**config.mk**
```make
export PLATFORM = sky130hd
export DESIGN_NAME = mm_test_sequencer
export DESIGN_NICKNAME = d
export VERILOG_FILES = /design/src/rtl/mm_test_sequencer.sv
export SDC_FILE = /design/constraint.sdc
export NUM_CORES = 1
export LEC_CHECK = 0
export BUFFER_PORTS_ARGS = -buffer_cell sky130_fd_sc_hd__buf_2
export CAP_MARGIN = 30
export CORE_ASPECT_RATIO = 0.9
export CORE_MARGIN = 8
export CORE_UTILIZATION = 50
export DETAILED_ROUTE_END_ITERATION = 10
export GPL_TIMING_DRIVEN = 0
export PLACE_DENSITY = 0.74
export SLEW_MARGIN = 15
export SYNTH_ARGS = -nofsm -noshare
export SYNTH_HDL_FRONTEND = slang
export SYNTH_SLANG_ARGS = --single-unit
export TNS_END_PERCENT = 30
```
**constraint.sdc**
```tcl
create_clock -name clk -period 1.7 [get_ports clk]
set_clock_uncertainty 0.05 [all_clocks]
set_input_delay 0.34 -clock clk [delete_from_list [all_inputs] [get_ports clk]]
set_output_delay 0.34 -clock clk [all_outputs]
set_load 0.02 [all_outputs]
```
**src/rtl/mm_test_sequencer.sv**
```systemverilog
// Campaign controller: launches enabled sub-tests one at a time, watches each with a
// timeout, and tallies pass/fail/timeout. Optional macro: MM_SEQ_STOP_ON_FAIL_EN.
module mm_test_sequencer #(
  parameter int NUM_TESTS      = 2,
  parameter int TIMEOUT_CYCLES = 1000,
  localparam int CW = (NUM_TESTS > 1) ? $clog2(NUM_TESTS) : 1,
  localparam int NW = $clog2(NUM_TESTS + 1)
) (
  input  logic                 clk,
  input  logic                 rst_n,
  input  logic                 run_i,
  input  logic [NUM_TESTS-1:0] test_en_i,
  input  logic [NUM_TESTS-1:0] test_done_i,
  input  logic [NUM_TESTS-1:0] test_pass_i,
  output logic [NUM_TESTS-1:0] test_start_o,
  output logic                 busy_o,
  output logic                 campaign_done_o,
  output logic [CW-1:0]        current_test_o,
  output logic [NW-1:0]        pass_count_o,
  output logic [NW-1:0]        fail_count_o,
  output logic [NW-1:0]        timeout_count_o,
  output logic [NUM_TESTS-1:0] result_vec_o
);

  // The pointer must be able to hold NUM_TESTS (one past the last index).
  localparam int PW = NW;
  localparam int TW = $clog2(TIMEOUT_CYCLES);
  localparam logic [TW-1:0] TIMER_LAST = TW'(TIMEOUT_CYCLES - 1);

  typedef enum logic [2:0] {
    S_IDLE,
    S_SELECT,
    S_LAUNCH,
    S_WAIT,
    S_RECORD,
    S_FINISH
  } state_e;

  state_e               state_q,   state_d;
  logic [NUM_TESTS-1:0] en_q,      en_d;
  logic [PW-1:0]        ptr_q,     ptr_d;
  logic [CW-1:0]        idx_q,     idx_d;
  logic [TW-1:0]        timer_q,   timer_d;
  logic                 vpass_q,   vpass_d;
  logic                 vtout_q,   vtout_d;
  logic [NUM_TESTS-1:0] start_q,   start_d;
  logic                 busy_q,    busy_d;
  logic                 done_q,    done_d;
  logic [NW-1:0]        pass_q,    pass_d;
  logic [NW-1:0]        fail_q,    fail_d;
  logic [NW-1:0]        tout_q,    tout_d;
  logic [NUM_TESTS-1:0] result_q,  result_d;

  logic                 sel_found;
  logic [CW-1:0]        sel_idx;
  logic                 stop_now;

  // Lowest enabled index at or above the pointer; scanning downward leaves the lowest hit.
  always_comb begin
    sel_found = 1'b0;
    sel_idx   = '0;
    for (int i = NUM_TESTS - 1; i >= 0; i--) begin
      if (en_q[i] && (i >= int'(ptr_q))) begin
        sel_found = 1'b1;
        sel_idx   = CW'(i);
      end
    end
  end

`ifdef MM_SEQ_STOP_ON_FAIL_EN
  assign stop_now = !vpass_q || vtout_q;
`else
  assign stop_now = 1'b0;
`endif

  // NOTE: every signal assigned here gets a default first, so no path can infer a latch.
  always_comb begin
    state_d  = state_q;
    en_d     = en_q;
    ptr_d    = ptr_q;
    idx_d    = idx_q;
    timer_d  = timer_q;
    vpass_d  = vpass_q;
    vtout_d  = vtout_q;
    start_d  = '0;
    busy_d   = busy_q;
    done_d   = 1'b0;
    pass_d   = pass_q;
    fail_d   = fail_q;
    tout_d   = tout_q;
    result_d = result_q;

    unique case (state_q)
      S_IDLE: begin
        if (run_i) begin
          en_d     = test_en_i;
          pass_d   = '0;
          fail_d   = '0;
          tout_d   = '0;
          result_d = '0;
          busy_d   = 1'b1;
          ptr_d    = '0;
          state_d  = S_SELECT;
        end
      end
      // Outputs are registered, so the launch pulse and index are loaded on entry to LAUNCH.
      S_SELECT: begin
        if (sel_found) begin
          idx_d   = sel_idx;
          timer_d = '0;
          start_d = NUM_TESTS'(1) << sel_idx;
          state_d = S_LAUNCH;
        end else begin
          done_d  = 1'b1;
          state_d = S_FINISH;
        end
      end
      S_LAUNCH: begin
        timer_d = '0;
        state_d = S_WAIT;
      end
      S_WAIT: begin
        if (test_done_i[idx_q]) begin
          vpass_d = test_pass_i[idx_q];
          vtout_d = 1'b0;
          state_d = S_RECORD;
        end else if (timer_q == TIMER_LAST) begin
          vpass_d = 1'b0;
          vtout_d = 1'b1;
          state_d = S_RECORD;
        end else begin
          timer_d = timer_q + TW'(1);
        end
      end
      S_RECORD: begin
        if (vtout_q) begin
          tout_d = tout_q + NW'(1);
        end else if (vpass_q) begin
          pass_d          = pass_q + NW'(1);
          result_d[idx_q] = 1'b1;
        end else begin
          fail_d = fail_q + NW'(1);
        end
        ptr_d = PW'(idx_q) + PW'(1);
        if (stop_now) begin
          done_d  = 1'b1;
          state_d = S_FINISH;
        end else begin
          state_d = S_SELECT;
        end
      end
      S_FINISH: begin
        busy_d  = 1'b0;
        state_d = S_IDLE;
      end
      default: state_d = S_IDLE;
    endcase
  end

  // NOTE: state registers use non-blocking assignments so all flops update together.
  always_ff @(posedge clk or negedge rst_n) begin
    if (!rst_n) begin
      state_q  <= S_IDLE;
      en_q     <= '0;
      ptr_q    <= '0;
      idx_q    <= '0;
      timer_q  <= '0;
      vpass_q  <= 1'b0;
      vtout_q  <= 1'b0;
      start_q  <= '0;
      busy_q   <= 1'b0;
      done_q   <= 1'b0;
      pass_q   <= '0;
      fail_q   <= '0;
      tout_q   <= '0;
      result_q <= '0;
    end else begin
      state_q  <= state_d;
      en_q     <= en_d;
      ptr_q    <= ptr_d;
      idx_q    <= idx_d;
      timer_q  <= timer_d;
      vpass_q  <= vpass_d;
      vtout_q  <= vtout_d;
      start_q  <= start_d;
      busy_q   <= busy_d;
      done_q   <= done_d;
      pass_q   <= pass_d;
      fail_q   <= fail_d;
      tout_q   <= tout_d;
      result_q <= result_d;
    end
  end

  assign test_start_o    = start_q;
  assign busy_o          = busy_q;
  assign campaign_done_o = done_q;
  assign current_test_o  = idx_q;
  assign pass_count_o    = pass_q;
  assign fail_count_o    = fail_q;
  assign timeout_count_o = tout_q;
  assign result_vec_o    = result_q;

endmodule

```
==> tab_implementation.tex <==
\begin{tabular}{lr}
\hline
Metric & Value \\
\hline
\multicolumn{2}{l}{\textbf{Run status}} \\
\quad Outcome & finished, violations left \\
\quad Violated checks & hold timing, setup timing \\
\multicolumn{2}{l}{\textbf{Yosys}} \\
\quad Number of storage elements in the synthesis netlist & 32 \\
\quad Dominant register cell in the synthesized netlist & sky130\_fd\_sc\_hd\_\_dfrtp\_1 \\
\quad Synth Area per Inst & 9.62 sq um \\
\quad Count of yosys warnings during synthesis & 0 \\
\quad Async SR Flop Fraction & 100\% \\
\quad Synthesized cell area & 1570 sq um \\
\quad Post-Syn Nets & 173 \\
\quad Number of distinct library cell variants in the gate-level netlist after synthesis & 40 \\
\quad Number of enable-type register cells in the synthesized netlist & 0 \\
\quad Number of cells produced by synthesis & 163 \\
\quad Part of the Yosys area used for sequential elements & 51.1\% \\
\multicolumn{2}{l}{\textbf{GRT}} \\
\quad Residual overflow from global routing & 0 \\
\quad Pin count of the biggest net entering global routing & 33 \\
\quad Global-route wire length before repair & 6360 microns \\
\quad Global router's overall resource usage & 15.9\% \\
\quad Number of global-route vias before repair & 1,371 \\
\quad Antenna violations before repair & 0 \\
\multicolumn{2}{l}{\textbf{Clocking}} \\
\quad Longest Clk Path Bufs & 2 \\
\quad H-tree level count & 2 \\
\quad Clock transition time at the flip-flop clock pins of the worst setup and hold paths & 100 ps \\
\quad Clock insertion delay at the later pin of the skew report & 340 ps \\
\quad Total clock buffers created by CTS & 5 \\
\quad Clock tree from TritonCTS & built \\
\quad CTS root buffer & sky130\_fd\_sc\_hd\_\_clkbuf\_4 \\
\quad Sink Count & 32 \\
\multicolumn{2}{l}{\textbf{Power}} \\
\quad Internal power contribution & 1.95 mW \\
\quad IR drop worst, VDD & 0.987 mV \\
\quad Switching Share & 40.3\% \\
\quad Logic pwr share & 49.6\% \\
\quad Seq pwr share & 35.2\% \\
\quad Net load switching power & 1.32 mW \\
\quad P per Cell Area & 1610 nW/um\^{}2 \\
\quad LEAKAGE & 0.962 nW \\
\quad Power Total & 3.27 mW \\
\quad Clock group share of total power & 15.1\% \\
\multicolumn{2}{l}{\textbf{Layout}} \\
\quad Most common cell after layout, fill and taps aside & sky130\_fd\_sc\_hd\_\_dfrtp\_1 \\
\quad \# nets final & 220 \\
\quad Synthesis-to-layout area growth & 29.5\% \\
\quad Final antenna diode count & 0 \\
\quad Layout cell share with drive strength beyond 1 & 34.8\% \\
\quad Post-route design area & 2030 sq um \\
\quad Commonest cells after routing, fill and taps aside & sky130\_fd\_sc\_hd\_\_dfrtp\_1 (30), sky130\_fd\_sc\_hd\_\_nor2\_1 (21), sky130\_fd\_sc\_hd\_\_buf\_2 (21) \\
\quad Utilization after layout & 67.3\% \\
\quad Count of non-filler cells in the finished layout & 252 \\
\multicolumn{2}{l}{\textbf{Setup path}} \\
\quad Classification of the worst setup path & reg -> reg \\
\quad Data arrival, critical path & 1990 ps \\
\quad Critical Path End Type & flip-flop \\
\quad Reg-to-reg endpoint & timer\_q[9]\$\_DFFE\_PN0P\_ \\
\quad Worst reg2reg path startpoint & state\_q[2]\$\_DFFE\_PN0P\_ \\
\quad Startpoint kind of the worst setup timing path & flip-flop \\
\quad R2r worst-path depth & 8 \\
\quad Data required, critical path & 1870 ps \\
\quad Biggest fanout along the worst timing path & 6 \\
\quad R2r setup slk & -120 ps \\
\multicolumn{2}{l}{\textbf{Route}} \\
\quad Per-cell routed wire length & 15.5 microns \\
\quad Vias per inst & 5.68 \\
\quad Vias after detailed routing & 1,432 \\
\quad Final wirelength & 3900 microns \\
\quad Number of remaining DRC errors & 0 \\
\quad Length of the first detailed-routing pass in iterations & 4 \\
\quad Post-route antenna net violation count & 0 \\
\quad Number of DRC markers after the initial detailed-route iteration & 115 \\
\multicolumn{2}{l}{\textbf{STA}} \\
\quad Portion of the clock cycle consumed by the worst path in the final layout & 107\% \\
\quad Highest attainable clock frequency & 549 MHz \\
\quad Number of failing setup endpoints in the final timing report & 12 \\
\quad Total Negative Setup Slacks & -576 ps \\
\quad Final hold vios & 4 \\
\quad Setup repair after global routing missed its margin & true \\
\quad Worst slew pin tran & 720 ps \\
\quad Final-report max-slew violation count & 0 \\
\quad Worst hold slack & -6.10 ps \\
\quad Time the worst path needs with I/O delays and setup & 1820 ps \\
\quad Max-slew headroom at the worst pin & 52.0\% \\
\quad Worst Setup Slack, final & -123 ps \\
\multicolumn{2}{l}{\textbf{Placement}} \\
\quad HPWL after detailed placement & 2360 microns \\
\quad Worst setup slack after placement & -254 ps \\
\quad Cell area after placement & 1730 sq um \\
\quad Port bufs & 21 \\
\quad Final weighted congestion of routability-driven global placement & 0.803 \\
\quad Inst Count DP & 226 \\
\multicolumn{2}{l}{\textbf{Floorplanning}} \\
\quad Die extent in x & 75.0 microns \\
\quad Initial standard-cell utilization of the core & 51.9\% \\
\quad Number of placement rows & 19 \\
\quad I/O Pins & 22 \\
\quad Die height & 69.1 microns \\
\quad Core Area & 3020 sq um \\
\quad Die area & 5190 sq um \\
\multicolumn{2}{l}{\textbf{Job}} \\
\quad Max capacitance violation total & 0 \\
\multicolumn{2}{l}{\textbf{Worst hold path}} \\
\quad Worst hold path class & in -> async \\
\hline
\end{tabular}
[synthesized netlist by cell type, types with 2 or more instances]
cell | count | area share (%)
sky130_fd_sc_hd__a21oi_1 | 7 | 2.2
sky130_fd_sc_hd__and3_1 | 5 | 2.0
sky130_fd_sc_hd__buf_6 | 3 | 2.2
sky130_fd_sc_hd__dfrtp_1 | 32 | 51
sky130_fd_sc_hd__inv_1 | 6 | 1.4
sky130_fd_sc_hd__mux2_2 | 3 | 2.2
sky130_fd_sc_hd__mux2i_1 | 3 | 1.9
sky130_fd_sc_hd__nand2_1 | 20 | 4.8
sky130_fd_sc_hd__nand3_1 | 5 | 1.6
sky130_fd_sc_hd__nor2_1 | 22 | 5.3
sky130_fd_sc_hd__nor2b_1 | 2 | 0.80
sky130_fd_sc_hd__nor3_1 | 3 | 0.96
sky130_fd_sc_hd__o21ai_0 | 18 | 5.7
sky130_fd_sc_hd__o22a_1 | 5 | 2.8
sky130_fd_sc_hd__o22a_2 | 2 | 1.3
sky130_fd_sc_hd__or3_1 | 3 | 1.2
[cell families after synthesis]
| group | count (synthesis) | synth area share [%] |
|---|---|---|
| AND/OR/NAND/NOR | 72 | 23.0 |
| flip-flops | 32 | 51.1 |
| adder cells (fa/ha/maj) | 1 | 0.798 |
| multiplexers | 6 | 4.07 |
| XOR/XNOR | 1 | 0.559 |
| buffers and inverters | 11 | 4.39 |
| AO/OA/AOI/OAI | 40 | 16.1 |
[worst max-delay path, stage by stage, from the launching register on]
cell	delay, ps
sky130_fd_sc_hd__dfrtp_1	380
sky130_fd_sc_hd__buf_6	130
sky130_fd_sc_hd__buf_4	140
sky130_fd_sc_hd__buf_4	130
sky130_fd_sc_hd__a21oi_2	110
sky130_fd_sc_hd__o21ai_2	90
sky130_fd_sc_hd__or2_4	250
sky130_fd_sc_hd__buf_6	130
sky130_fd_sc_hd__a211o_1	310
[layout make-up]
| cell class | instances | area, sq um |
|---|---|---|
| plain buffers | 4 | 41.3 |
| clock buffers | 7 | 65.1 |
| fillers | 236 | 988 |
| inverters | 6 | 22.5 |
| multi-input cells | 120 | 787 |
| flip-flops and latches | 32 | 803 |
| well taps | 42 | 52.6 |
| repair buffers | 41 | 259 |
[per-layer routing]
layer	wire, microns	track usage, %	vias to the layer above
met3	246	6.07	17
met1	1620	18.9	698
met2	1900	23.5	52
met5	0	0	-
met4	130	8.91	0
li1	-	-	665
[flip-flops by register name, indices dropped and copies added, names as in the netlist]
signal,flops
busy_o,1
campaign_done_o,1
current_test_o,1
en_q,2
fail_count_o,2
pass_count_o,2
ptr_q,2
result_vec_o,2
state_q,3
test_start_o,2
timeout_count_o,2
timer_q,10
vpass_q,1
vtout_q,1
[power groups by stage]
stage               combinational [mW]  sequential [mW]  clock (mW)
finish                            1.62             1.15       0.495
global route                      1.76             1.18       0.538
CTS                               1.49             1.14       0.497
detailed placement                1.20             1.16           0
global placement                  1.16             1.14           0
floorplan                        0.757             1.26           0
[how the worst max path moves through the flow]
stage,startpoint,to,slack [ps],depth (start not counted)
4_1_cts,timer_q[0]$_DFFE_PN0P_,timer_q[5]$_DFFE_PN0P_,-70,7
6_report,state_q[2]$_DFFE_PN0P_,timer_q[9]$_DFFE_PN0P_,-120,8
5_1_grt,timer_q[0]$_DFFE_PN0P_,timer_q[9]$_DFFE_PN0P_,-170,7
3_3_place_gp,timer_q[0]$_DFFE_PN0P_,state_q[0]$_DFFE_PN0P_,-250,6
2_1_floorplan,current_test_o$_DFFE_PN0P_,timer_q[9]$_DFFE_PN0P_,-30,6
3_5_place_dp,state_q[1]$_DFFE_PN0P_,en_q[0]$_DFFE_PN0P_,-250,4
[timing repair]
| item | in CTS | in global routing |
|---|---|---|
| endpoints found under the setup margin | 23 | 23 |
| hold buffers | 0 | 0 |
| setup buffers | 14 | 5 |
| pin swaps | 9 | 10 |
| cloned | 1 | 0 |
| gates resized for setup | 16 | 6 |
(Power assumes the default switching activity.)
